[config.mk]
export PLATFORM = sky130hd
export DESIGN_NAME = riscv_mem_arbiter
export DESIGN_NICKNAME = d
export VERILOG_FILES = /design/src/rtl/riscv_mem_pkg.sv /design/src/rtl/riscv_mem_align_chk.sv /design/src/rtl/riscv_mem_arbiter.sv
export SDC_FILE = /design/constraint.sdc
export NUM_CORES = 1
export LEC_CHECK = 0
export BUFFER_PORTS_ARGS = -buffer_cell sky130_fd_sc_hd__buf_4
export CORE_AREA = 2 2 105 107
export DETAILED_ROUTE_END_ITERATION = 8
export DIE_AREA = 0 0 107 109
export GPL_ROUTABILITY_DRIVEN = 0
export SYNTH_ARGS = -nofsm -noshare
export SYNTH_HDL_FRONTEND = slang
export SYNTH_SLANG_ARGS = --single-unit
[constraint.sdc]
create_clock -name clk_i -period 1.7 [get_ports clk_i]
set_clock_uncertainty 0.15 [all_clocks]
set_input_delay 0.085 -clock clk_i [delete_from_list [all_inputs] [get_ports clk_i]]
set_output_delay 0.085 -clock clk_i [all_outputs]
set_load 0.1 [all_outputs]
[src/rtl/riscv_mem_pkg.sv]
// ============================================================================
// Module      : riscv_mem_pkg
// Description : Shared access-size codes and arbiter FSM state encodings.
// Revision    : 1.0 - initial release
// ============================================================================
`default_nettype none

package riscv_mem_pkg;

    localparam logic [1:0] SIZE_BYTE = 2'd0;
    localparam logic [1:0] SIZE_HALF = 2'd1;
    localparam logic [1:0] SIZE_WORD = 2'd2;

    typedef enum logic [1:0] {
        IDLE   = 2'd0,
        I_RESP = 2'd1,
        D_RESP = 2'd2
    } arb_state_t;

endpackage

`default_nettype wire

[src/rtl/riscv_mem_align_chk.sv]
// ============================================================================
// Module      : riscv_mem_align_chk
// Description : Combinational natural-alignment check for a data access.
// Revision    : 1.0 - initial release
// ============================================================================
`default_nettype none

module riscv_mem_align_chk
    import riscv_mem_pkg::*;
(
    input  logic [1:0] addr,
    input  logic [1:0] size,
    output logic       err
);

    always_comb begin
        err = 1'b0;
        case (size)
            SIZE_BYTE: err = 1'b0;
            SIZE_HALF: err = addr[0];
            SIZE_WORD: err = |addr;
            default:   err = 1'b1;  // size code 3 has no defined access
        endcase
    end

endmodule

`default_nettype wire

[src/rtl/riscv_mem_arbiter.sv]
// ============================================================================
// Module      : riscv_mem_arbiter
// Description : Two-port (fetch/data) single-memory arbiter with fixed
//               priority, starvation relief and misalignment rejection.
// Revision    : 1.0 - initial release
// ============================================================================
`default_nettype none

module riscv_mem_arbiter
    import riscv_mem_pkg::*;
#(
    parameter int DATA_PRIO  = 1,
    parameter int STARVE_MAX = 4
) (
    input  logic        clk_i,
    input  logic        reset_i,

    input  logic        ireq_i,
    input  logic [31:0] iaddr_i,
    output logic        igrant_o,
    output logic        irvalid_o,
    output logic [31:0] irdata_o,

    input  logic        dreq_i,
    input  logic        dwr_i,
    input  logic [31:0] daddr_i,
    input  logic [31:0] dwdata_i,
    input  logic [1:0]  dsize_i,
    output logic        dgrant_o,
    output logic        drvalid_o,
    output logic [31:0] drdata_o,
    output logic        derr_o,

    output logic [31:0] maddr_o,
    output logic [31:0] mwdata_o,
    output logic [1:0]  msize_o,
    output logic        mrd_o,
    output logic        mwr_o,
    input  logic [31:0] mrdata_i
);

    localparam int               c_CNT_W      = (STARVE_MAX < 1) ? 1 : $clog2(STARVE_MAX + 1);
    localparam logic [c_CNT_W-1:0] c_STARVE_LIM = c_CNT_W'(STARVE_MAX);
    localparam logic             c_PREF_D     = (DATA_PRIO != 0);

    arb_state_t         r_state;
    arb_state_t         w_next_state;
    logic [c_CNT_W-1:0] r_starve;
    logic [c_CNT_W-1:0] w_next_starve;
    logic               r_d_err;
    logic               r_d_wr;

    logic               w_both;
    logic               w_starved;
    logic               w_gnt_i;
    logic               w_gnt_d;
    logic               w_gnt_pref;
    logic               w_gnt_other;
    logic               w_misaligned;

    riscv_mem_align_chk u_align_chk (
        .addr (daddr_i[1:0]),
        .size (dsize_i),
        .err  (w_misaligned)
    );

    assign w_both    = ireq_i & dreq_i;
    assign w_starved = (r_starve == c_STARVE_LIM);

    // Grant selection; nothing is granted while reset is held.
    always_comb begin
        w_gnt_i = 1'b0;
        w_gnt_d = 1'b0;
        if (reset_i) begin
            if (w_both) begin
                if (c_PREF_D ^ w_starved) begin
                    w_gnt_d = 1'b1;
                end else begin
                    w_gnt_i = 1'b1;
                end
            end else begin
                w_gnt_i = ireq_i;
                w_gnt_d = dreq_i;
            end
        end
    end

    assign w_gnt_pref  = c_PREF_D ? w_gnt_d : w_gnt_i;
    assign w_gnt_other = c_PREF_D ? w_gnt_i : w_gnt_d;

    always_comb begin
        w_next_starve = r_starve;
        if (w_gnt_other) begin
            w_next_starve = '0;
        end else if (w_gnt_pref && w_both && !w_starved) begin
            w_next_starve = r_starve + c_CNT_W'(1);
        end
    end

    always_comb begin
        w_next_state = IDLE;
        if (w_gnt_i) begin
            w_next_state = I_RESP;
        end else if (w_gnt_d) begin
            w_next_state = D_RESP;
        end
    end

    always_ff @(posedge clk_i) begin
        if (!reset_i) begin
            r_state  <= IDLE;
            r_starve <= '0;
            r_d_err  <= 1'b0;
            r_d_wr   <= 1'b0;
        end else begin
            r_state  <= w_next_state;
            r_starve <= w_next_starve;
            if (w_gnt_d) begin
                r_d_err <= w_misaligned;
                r_d_wr  <= dwr_i;
            end
        end
    end

    // Memory request side: driven only in a granted cycle.
    always_comb begin
        maddr_o  = '0;
        mwdata_o = '0;
        msize_o  = SIZE_BYTE;
        mrd_o    = 1'b0;
        mwr_o    = 1'b0;
        if (w_gnt_i) begin
            maddr_o = iaddr_i;
            msize_o = SIZE_WORD;
            mrd_o   = 1'b1;
        end else if (w_gnt_d) begin
            maddr_o  = daddr_i;
            mwdata_o = dwdata_i;
            msize_o  = dsize_i;
            mrd_o    = !w_misaligned && !dwr_i;
            mwr_o    = !w_misaligned && dwr_i;
        end
    end

    assign igrant_o = w_gnt_i;
    assign dgrant_o = w_gnt_d;

    // A response still in flight when reset arrives is dropped.
    assign irvalid_o = reset_i && (r_state == I_RESP);
    assign drvalid_o = reset_i && (r_state == D_RESP);
    assign irdata_o  = irvalid_o ? mrdata_i : 32'd0;
    assign derr_o    = drvalid_o && r_d_err;
    assign drdata_o  = (drvalid_o && !r_d_err && !r_d_wr) ? mrdata_i : 32'd0;

endmodule

`default_nettype wire
# Word level (Yosys, flattened, before mapping)
# Cells that the tools add are included.
# classes
bitwise_logic	2
reduce_logical	17
n_addsub	1
eq_ne	5
n_mux	21
# ops
cell	n
2-to-1 mux 32 bit	6
2-to-1 mux 1 bit	11
logical AND 1 bit	9
2-to-1 mux 2 bit	3
zero test 1 bit	5
== test 2 x 1 -> 1 bit (second input constant)	2
== test 2 bit (second input constant)	2
OR reduction 2 bit	2
adder 3 x 1 -> 3 bit (second input constant)	1
== test 3 bit (second input constant)	1
one-hot mux 1 bit (3 select lines)	1
zero test 2 bit	1
AND 1 bit	1
inverter 1 bit	1
# word_totals
input_bits	135
output_inout_bits	137
reg_bits	7

# Longest topological paths before layout
# Gate-level depths: netlist of run 1.
# depth
ltp_word	6
depth_mapped	8

# Hierarchy
# From an unflattened synthesis of run 1, not the netlist that was laid out.
# hier_totals
hier_cells	198
hier_area_um2	1420.1
# by_module_without_submodules
module	cells_per_inst	n_inst	area_each_um2
riscv_mem_arbiter	195	1	1406.3
riscv_mem_align_chk	3	1	13.8

# Worst setup path before layout of run 1
# OpenSTA, ideal clock, no wires.
# synth_timing
path_type	register to output
from	reg r_starve[0]
to	out mwr_o
arrival_time_ns	2.931
stages_incl_launch_ff	6
path_slack_ns	-1.466
required_time_ns	1.465
path_cell_list	dfxtp_1 inv_1 ha_1 nand3_2 nand3_2 nor3_1
# synth_between
elab_chain_cells	6
word_cells_on_any_way	9
classes_between	1 x eq/ne; 8 x mux
# synth_lines
item	line_no	rtl
start: declaration	riscv_mem_arbiter.sv:48	logic [c_CNT_W-1:0] r_starve;
start signal: assignment	riscv_mem_arbiter.sv:117	r_starve <= w_next_starve;
== test 3 bit (*)	riscv_mem_arbiter.sv:68	assign w_starved = (r_starve == c_STARVE_LIM);
2-to-1 mux 1 bit	riscv_mem_arbiter.sv:76	if (c_PREF_D ^ w_starved) begin
2-to-1 mux 1 bit	riscv_mem_arbiter.sv:75	if (w_both) begin
2-to-1 mux 1 bit	riscv_mem_arbiter.sv:74	if (reset_i) begin
2-to-1 mux 1 bit	riscv_mem_arbiter.sv:136	end else if (w_gnt_d) begin
2-to-1 mux 1 bit (*)	riscv_mem_arbiter.sv:132	if (w_gnt_i) begin
end: declaration	riscv_mem_arbiter.sv:38	output logic mwr_o,
# Mark *: on every way between the ends. The rest lies on a longest branch, timed or not.

# Worst setup path after layout of run 1
# layout_timing
from	reg r_starve[1]
to	out maddr_o[31]
# layout_between
elab_chain_cells	6
word_cells_on_any_way	9
classes_between	1 x eq/ne; 8 x mux
# layout_lines
item	line_no	rtl
== test 3 bit (*)	riscv_mem_arbiter.sv:68	
2-to-1 mux 1 bit	riscv_mem_arbiter.sv:76	
2-to-1 mux 1 bit	riscv_mem_arbiter.sv:75	
2-to-1 mux 1 bit	riscv_mem_arbiter.sv:74	
2-to-1 mux 32 bit	riscv_mem_arbiter.sv:136	
2-to-1 mux 32 bit (*)	riscv_mem_arbiter.sv:132	
end: declaration	riscv_mem_arbiter.sv:34	output logic [31:0] maddr_o,
# Marks and branches as above.

==> run_results.csv, run 1 <==
group,metric,value,unit
setup_path,crit_fanout,20,
cells_and_area,area.sequential,144,um^2
synthesis,seq_area_frac_synth,0.101,
route,first_pass_iters,4,
clock_network,clock_path_buffers,2,
route,drt_iter0_markers,104,
route,viasPerCell,4.15,
sta,slew_headroom,0.747,
synthesis,yosysWarnings,0,
route,vias,2534,
synthesis,synth_compound_area_frac,0.258,
synthesis,yosysUniqueCellTypes,30,
synthesis,synthXorXnorAreaFrac,0,
clock_network,holdBufCountCts,0,
cells_and_area,drive_gt1_frac,0.928,
synthesis,synth.top_cells.by_count,"and2_1, a22o_1, buf_2, dfxtp_1, nand2_1",
floorplan,die_x,107,um
synthesis,synth_edf_count,0,
synthesis,synth.area.mux_share,0.00718,
clock_network,cts.sinks,7,
floorplan,dieHeight,109,um
global_route,grt-ovfl-total,0,
synthesis,synth_area,0.00139,mm^2
setup_path,worstPathRequired,1.46,ns
route,totalWireLength,9670,um
outcome,violations,"setup timing",
sta,period_share,1.12,
synthesis,synthAdderAreaFrac,0.0180,
synthesis,ys.flop_type,"dfxtp_1",
global_route,first_global_vias,2732,
clock_network,htree_levels,1,
synthesis,synth_top_family_by_area,"simple AND/OR/NAND/NOR gates",
sta,tightest_slew,0.376,ns
sta,grt_setup_unrepaired,"true",
placed_design,dpl_cell_area,0.00421,mm^2
synthesis,avgSynthCellArea,7.18,um^2
global_route,grt_max_degree,34,
clock_network,clockRootBuffer,"clkbuf_8",
sta,finalSetupViolations,101,
setup_path,criticalPathCategory,"register to output pin",
synthesis,synth_fp_nets,331,
sta,tns,-13.99,ns
global_route,grt_pass1_wl,14100,um
placed_design,portBuffers,271,
cells_and_area,syn2layout_area_growth,304,%
setup_path,start_kind,"register",
cells_and_area,antenna_cells,0,
synthesis,synth-simple-area-share,0.532,
route,routedWlPerCell,15.8,um
setup_path,critPathCaptureType,"output pin",
sta,hold_violations,0,
sta,whs,0.0201,ns
synthesis,synth.area.top_cells,"and2_1, a22o_1, dfxtp_1",
global_route,grt_usage,0.153,
synthesis,yosys.cell_count.top_type,"and2_1",
clock_network,numCtsBuffers,3,
floorplan,die_area,0.0117,mm^2
global_route,antenna_found_initial,0,
outcome,status,"complete, but fails checks",
floorplan,start_util,0.131,
synthesis,postSynthCellCount,194,
job,drv_cap,0,
sta,setup_slack,-0.197,ns
floorplan,core_area,0.0106,mm^2
cells_and_area,postLayoutCellArea,0.00562,mm^2
power_and_ir_drop,cellPowerDensity,422,mW/mm^2
clock_network,cts.clk_slew.worst_paths,0.04,ns
clock_network,cts_tree,"done",
sta,slew_viol_final,0,
floorplan,rows,38,
sta,fmax,0.527,GHz
route,ant_nets,0,
clock_network,clk_latency,0.23,ns
synthesis,ys_ff_latch,7,
cells_and_area,nNetsFinal,609,
synthesis,synth_top_cell_area_share,0.440,
route,drc,0,
synthesis,async_reset_ff_frac,0,
setup_path,crit_arrival,1.66,ns
floorplan,ios,272,
cells_and_area,multi_input_area,0.00170,mm^2
synthesis,synth.largest_area_cell,"and2_1",
worst_hold_path,hp-class,"primary input to register",
power_and_ir_drop,leakage,2.72,nW
sta,fin_crit,1.90,ns
power_and_ir_drop,ir_drop,0.258,mV
placed_design,hpwl,7230,um
cells_and_area,fillerInstances,866,
cells_and_area,finalCoreUtilization,0.530,
[through the flow]
| stage | setup WS [ns] | instances | total power, mW |
|---|---|---|---|
| after floorplan | -0.162 | 194 | 1.31 |
| after global placement | -0.0229 | 604 | 1.78 |
| after detailed placement | -0.0762 | 604 | 1.79 |
| after CTS | -0.214 | 611 | 2.37 |
| after global routing | -0.249 | 611 | 2.45 |
| final | -0.197 | 611 | 2.38 |
[cells by family (layout without fill, tap and decap cells)]
group / count (synthesis) / in the layout
mux: 1 / 1
compound gates: 43 / 43
buf+inv: 22 / 299
fa+ha+maj: 2 / 2
flops: 7 / 7
simple gates: 119 / 119
[repair_timing]
action | 4_1_cts | 5_1_grt
setup endpoints to repair | 102 | 102
setup buffers | 3 | 1
pin swaps | 11 | 4
resized for setup | 318 | 5
[flip-flops by register name, indices dropped and copies added (netlist names)]
signal    cells
r_starve      3
r_state       2
r_d_err       1
r_d_wr        1
[area by class of cell]
class | instances | share of cell area
clock buffer | 4 | 0.00801
timing repair buffer | 290 | 0.628
sequential | 7 | 0.0256
inverter | 5 | 0.00467
multi-input combinational | 165 | 0.303
tap | 140 | 0.0311
[routing by layer]
| layer | up-vias | wire length (um) | track usage |
|---|---|---|---|
| met5 | - | 0 | 0 |
| met4 | 0 | 138 | 0.0343 |
| met3 | 13 | 988 | 0.0430 |
| met2 | 171 | 5540 | 0.320 |
| met1 | 1142 | 3000 | 0.145 |
| li1 | 1208 | - | - |
[critical path, cell delays in order, from the launching register on]
cell     delay, ns
dfxtp_2       0.32
inv_2         0.06
ha_4          0.16
nand3_4       0.09
nand3_4       0.13
inv_8         0.06
buf_12        0.15
a22o_4        0.28
buf_12        0.16
[power breakdown]
group	internal (mW)	switching, mW	leakage, nW	total [mW]
logic	0.804	1.15	2.63	1.96
clock network	0.163	0.0771	0.0228	0.240
registers	0.173	0.00632	0.0587	0.180
total	1.14	1.24	2.72	2.38
[final timing paths]
path,start,slack [ns],cells after the start,end
worst max-delay path,r_starve[1],-0.20,8,maddr_o[31]
worst min-delay path,reset_i,0.02,2,r_starve[2]
worst max register to register,r_starve[0],0.19,7,r_starve[2]
worst min register to register,r_d_wr,0.35,2,r_d_wr
[layout by cell type, fill, tap and decap left out, types with 2 or more instances in the layout]
| cell | netlist | final |
|---|---|---|
| nand2_1 | 5 | 5 |
| nand3_1 | 3 | 3 |
| and2_2 | 0 | 23 |
| buf_12 | 0 | 107 |
| and2_4 | 0 | 72 |
| nor2_1 | 3 | 2 |
| a22o_4 | 0 | 32 |
| clkbuf_8 | 0 | 3 |
| inv_1 | 4 | 2 |
| inv_2 | 1 | 2 |
| nand2b_1 | 2 | 2 |
| dfxtp_2 | 0 | 3 |
| and2_1 | 98 | 3 |
| nand3_4 | 0 | 2 |
| a21oi_1 | 2 | 2 |
| a21boi_0 | 2 | 2 |
| buf_4 | 2 | 179 |
| dfxtp_1 | 7 | 4 |
| buf_6 | 2 | 4 |
Note: power is estimated with default switching activity, not from simulation.
==> run 2, diff against run 1 <==
- CAP_MARGIN: not set -> 20
- SETUP_SLACK_MARGIN: not set -> 0.15
==> run 2 against run 1 <==
  * Sequential cell count did not move
  * Largest power group unchanged
  * First-iteration DRC count is 38% lower
  * Wire length grew 14%
  * Hold slack got worse by 0.0064 ns
  * Final area grew 16%
  * Register-to-register slack barely moved
  * Critical path type unchanged
  * Global-route usage is 1.7 points higher
  * Sequential power barely moved
  * Sequential share of layout area fell by 0.35 points
  * The run still ends with setup timing left
  * Utilization is 8.3 points higher
  * Combinational power up 6%
==> run_results.csv, run 2 (synthesis gave the netlist of run 1 again) <==
group,metric,value,unit
power_and_ir_drop,p_switching,1.26,mW
cells_and_area,largest_register_ffs,3,
floorplan,die_area,0.0117,mm^2
route,routedWlPerCell,17.4,um
cells_and_area,fillerInstances,758,
worst_hold_path,worstHoldStart,"reset_i",
floorplan,ios,272,
sta,setup_slack,-0.216,ns
sta,slew_viol_final,0,
clock_network,clock_path_buffers,2,
global_route,grt_usage,0.170,
setup_path,r2r_end,"r_d_wr",
global_route,grt_max_degree,33,
cells_and_area,multi_input_area,0.00175,mm^2
placed_design,hpwl,7020,um
clock_network,htree_levels,1,
setup_path,crit_buf_inv,4,
route,drt_iter0_markers,64,
setup_path,r2r-start,"r_starve[0]",
outcome,status,"complete, but fails checks",
setup_path,rrSetupSlack,0.19,ns
global_route,first_global_vias,2926,
sta,fin_crit,1.92,ns
sta,period_share,1.13,
setup_path,slowest_stage,"dfxtp_2",
sta,hold_violations,0,
clock_network,cts_tree,"done",
clock_network,numCtsBuffers,3,
cells_and_area,final_common_cell,"buf_4",
cells_and_area,layout.cells.non_filler,635,
power_and_ir_drop,p_sw_frac,0.507,
outcome,violations,"setup timing",
route,drc,0,
global_route,grt_pass1_wl,15600,um
setup_path,crit_fanout,18,
worst_hold_path,hp-class,"primary input to register",
clock_network,clockRootBuffer,"clkbuf_8",
setup_path,cpPeakStageDelay,0.31,ns
placed_design,dpl_cell_area,0.00429,mm^2
power_and_ir_drop,comb_power_share,0.833,
route,vias,2673,
cells_and_area,syn2layout_area_growth,367,%
setup_path,critPathCaptureType,"output pin",
setup_path,crit_chain,"inv_2 -> ha_4 -> nand3_4 -> nand3_4 -> inv_8 -> buf_12 -> a22o_4 -> buf_12",
floorplan,die_x,107,um
placed_design,post-place-cells,605,
clock_network,holdBufCountCts,0,
clock_network,clk_latency,0.23,ns
cells_and_area,postLayoutCellArea,0.00650,mm^2
power_and_ir_drop,cellPowerDensity,383,mW/mm^2
setup_path,criticalPathCategory,"register to output pin",
cells_and_area,nNetsFinal,633,
global_route,grt-ovfl-total,0,
sta,finalSetupViolations,101,
setup_path,cpLargestDelayFamily,"buffers and inverters",
floorplan,start_util,0.131,
cells_and_area,top_regs,"r_starve (3), r_state (2)",
cells_and_area,area.sequential,144,um^2
sta,fmax,0.522,GHz
sta,tightest_slew,0.383,ns
setup_path,worstPathRequired,1.46,ns
floorplan,dieHeight,109,um
placed_design,portBuffers,271,
setup_path,start_kind,"register",
route,viasPerCell,4.21,
power_and_ir_drop,intPower,1.23,mW
power_and_ir_drop,p_seq_frac,0.073,
clock_network,cts.sinks,7,
power_and_ir_drop,leakage,3.02,nW
power_and_ir_drop,p_clk_frac,0.095,
cells_and_area,top_register,"r_starve",
setup_path,crit_arrival,1.68,ns
floorplan,rows,38,
floorplan,core_area,0.0106,mm^2
global_route,antenna_found_initial,0,
cells_and_area,antenna_cells,0,
clock_network,cts.clk_slew.worst_paths,0.04,ns
power_and_ir_drop,ir_drop,0.267,mV
setup_path,worstRegToRegCells,8,
cells_and_area,drive_gt1_frac,0.939,
worst_hold_path,holdPathStages,2,
route,totalWireLength,11000,um
worst_hold_path,hold_path_end,"r_starve[2]",
cells_and_area,layout_common_cells,"buf_4, buf_12, and2_4",
sta,slew_headroom,0.743,
job,drv_cap,0,
sta,grt_setup_unrepaired,"true",
route,first_pass_iters,5,
route,ant_nets,0,
==> run 2: stage by stage <==
step                      setup WS (ns)  hold slack (ns)   util  power [mW]    TNS, ns
after global routing             -0.274           0.0146  0.614        2.56     -23.77
final                            -0.216           0.0137  0.614        2.49     -16.87
after CTS                        -0.222          0.00994  0.599        2.46     -15.71
after global placement        -0.000110            0.246  0.404        1.80  -0.000110
after floorplan                  -0.162           0.0958      -        1.34      -5.50
after detailed placement        -0.0344            0.252  0.404        1.81     -0.710
==> run 2: power groups by stage <==
stage	sequential, mW	clock, mW	combinational [mW]
6_report	0.181	0.235	2.07
3_3_place_gp	0.182	0	1.62
2_1_floorplan	0.181	0	1.15
5_1_grt	0.182	0.245	2.13
4_1_cts	0.181	0.243	2.03
3_5_place_dp	0.183	0	1.63
==> run 2: layer usage <==
layer  vias to the layer above  routed length (um)  GRT usage
met1                      1230                3550      0.168
met4                         0                 183     0.0594
met2                       168                6350      0.341
met3                        15                 962     0.0424
met5                         -                   0          0
li1                       1260                   -          -
==> run 2: how the worst max path moves through the flow <==
stage	startpoint	endpoint	slack (ns)	cells past startpoint
finish	r_starve[0]	maddr_o[29]	-0.22	8
global route	r_starve[1]	maddr_o[29]	-0.27	8
CTS	r_starve[1]	maddr_o[28]	-0.22	8
detailed placement	r_starve[0]	mwdata_o[29]	-0.03	8
global placement	r_starve[0]	maddr_o[0]	-0.0001	8
floorplan	r_state[0]	drdata_o[10]	-0.16	4
==> run 2: repair_timing <==
action,in CTS,in global routing
setup endpoints to repair,135,137
gates resized for setup,443,13
setup buffers,12,6
pin swaps,33,6
hold endpoints to repair,0,0
cloned,5,3
==> run 2: cell type report <==
class | count | area share
Clock buffer | 4 | 0.00692
Sequential cell | 7 | 0.0221
Multi-Input combinational cell | 165 | 0.269
Timing Repair Buffer | 314 | 0.671
Tap cell | 140 | 0.0269
Inverter | 5 | 0.00404
==> run 3, diff against run 2 <==
- CTS_CLUSTER_SIZE: not set -> 28
- GPL_TIMING_DRIVEN: not set -> 0
==> run 3 against run 2 <==
  * The flow still finishes with violations (setup timing)
  * Final area fell by 0.46%
  * Clock power up 3%
  * Hold slack got worse by 0.0022 ns
  * Power increased by 0.37%
  * Global-route usage rose by 0.68 points
  * Maximum frequency is 0.92% lower
  * Cell count up 0.31%
  * Clock-buffer cell count is the same
  * Sequential power about the same
  * Highest routed layer unchanged
==> run_results.csv, run 3 (synthesis gave the netlist of run 1 again) <==
group,metric,value,unit
outcome,status,"complete, but fails checks",
outcome,violations,"setup timing",
placed_design,dpl_cell_area,0.00427,mm^2
sta,fin_crit,1.93,ns
cells_and_area,drive_gt1_frac,0.940,
sta,whs,0.0115,ns
sta,fmax,0.517,GHz
setup_path,cpPeakStageDelay,0.32,ns
route,ant_nets,0,
power_and_ir_drop,comb_power_share,0.831,
setup_path,criticalPathCategory,"register to output pin",
floorplan,dieHeight,109,um
sta,period_share,1.14,
route,totalWireLength,11000,um
floorplan,ios,272,
power_and_ir_drop,ir_drop,0.294,mV
sta,grt_setup_unrepaired,"true",
global_route,grt_usage,0.177,
global_route,antenna_found_initial,0,
clock_network,clock_path_buffers,2,
cells_and_area,top_register,"r_starve",
setup_path,critPathCaptureType,"output pin",
job,drv_cap,0,
placed_design,portBuffers,270,
worst_hold_path,hp-class,"primary input to register",
setup_path,start_kind,"register",
cells_and_area,antenna_cells,0,
clock_network,clk_latency,0.23,ns
power_and_ir_drop,p_sw_frac,0.508,
global_route,grt-ovfl-total,0,
sta,tns,-21.12,ns
cells_and_area,postLayoutCellArea,0.00647,mm^2
power_and_ir_drop,intPower,1.23,mW
cells_and_area,largest_register_ffs,3,
setup_path,crit_fanout,10,
route,first_pass_iters,4,
setup_path,crit_buf_inv,4,
route,vias,2700,
setup_path,slowest_stage,"dfxtp_2",
route,drt_iter0_markers,85,
clock_network,htree_levels,1,
floorplan,core_area,0.0106,mm^2
route,viasPerCell,4.24,
sta,setup_slack,-0.234,ns
global_route,first_global_vias,3071,
sta,tightest_slew,0.356,ns
power_and_ir_drop,p_switching,1.27,mW
floorplan,die_x,107,um
sta,slew_viol_final,0,
setup_path,crit_arrival,1.70,ns
global_route,grt_pass1_wl,16300,um
route,routedWlPerCell,17.3,um
setup_path,crit_chain,"inv_2 -> ha_4 -> nand3_4 -> nand3_4 -> clkinv_8 -> buf_12 -> a22o_4 -> buf_12",
global_route,grt_max_degree,11,
power_and_ir_drop,cellPowerDensity,386,mW/mm^2
setup_path,worstPathRequired,1.46,ns
setup_path,cpLargestDelayFamily,"buffers and inverters",
cells_and_area,top_regs,"r_starve (3), r_state (2)",
clock_network,cts.clk_slew.worst_paths,0.04,ns
power_and_ir_drop,leakage,3.02,nW
sta,hold_violations,0,
cells_and_area,layout_common_cells,"buf_4, buf_12, and2_4",
placed_design,hpwl,7380,um
cells_and_area,final_common_cell,"buf_4",
placed_design,pre_cts_slack,-0.202,ns
clock_network,holdBufCountCts,0,
floorplan,rows,38,
clock_network,clockRootBuffer,"clkbuf_8",
clock_network,cts.sinks,7,
clock_network,numCtsBuffers,3,
sta,finalSetupViolations,132,
sta,slew_headroom,0.760,
clock_network,cts_tree,"done",
power_and_ir_drop,p_seq_frac,0.073,
cells_and_area,nNetsFinal,635,
floorplan,die_area,0.0117,mm^2
power_and_ir_drop,p_clk_frac,0.096,
floorplan,start_util,0.131,
route,drc,0,
cells_and_area,syn2layout_area_growth,365,%
==> run 3: cell types whose count changed in the layout (fill, tap and decap cells not counted), sizes merged <==
cell / previous run / this run
buf: 311 / 316
clkbuf: 7 / 4
clkinv: 0 / 1
inv: 5 / 4
==> run 3: through the flow <==
step | util | power (mW) | instances
floorplan | - | 1.34 | 194
global route | 0.611 | 2.58 | 637
global placement | 0.402 | 1.80 | 604
finish | 0.611 | 2.50 | 637
detailed placement | 0.402 | 1.81 | 604
CTS | 0.597 | 2.46 | 633
==> run 3: what timing repair did <==
action / in CTS / in global routing
cloned: 7 / 0
hold endpoints to repair: 0 / 0
pin swaps: 33 / 8
endpoints found under the setup margin: 135 / 137
buffers inserted: 18 / 4
resized for setup: 452 / 36
==> run 3: path summary, 6_finish.rpt <==
check / startpoint / depth (start not counted) / to / slack, ns
max: r_starve[1] / 8 / maddr_o[23] / -0.23
min: reset_i / 2 / r_starve[2] / 0.01
max reg2reg: r_starve[1] / 8 / r_d_err / 0.15
min reg2reg: r_starve[1] / 2 / r_starve[1] / 0.34
==> run 3: power groups by stage <==
stage	Clock, mW	Combinational, mW	Sequential (mW)
after detailed placement	0	1.63	0.183
after floorplan	0	1.15	0.181
after global placement	0	1.62	0.182
after global routing	0.260	2.14	0.182
final	0.241	2.08	0.181
after CTS	0.247	2.03	0.181
==> run 3: per-layer routing <==
layer  part of all wire  wire length [um]  GRT usage
met1               0.34              3710      0.185
met2               0.55              6010      0.341
met5                  0                 0          0
met4              0.028               308     0.0612
met3              0.090               993     0.0460
==> run 3: cell type report <==
cell class	count	area [um^2]
fill	787	4130
inverter	5	31.3
clock buffer	4	45.0
buffer	17	269
multi-input combinational	165	1750
tap	140	175
sequential	7	144
timing repair buffer	299	4060
==> run 3: worst register-to-register path, delay by kind of cell, from the launching register on <==
kind	cells	cell delay, ns
AND/OR/NAND/NOR	2	0.21
AO/OA/AOI/OAI	1	0.14
adder cells (fa/ha/maj)	1	0.17
buffers and inverters	4	0.45
flip-flops	1	0.32
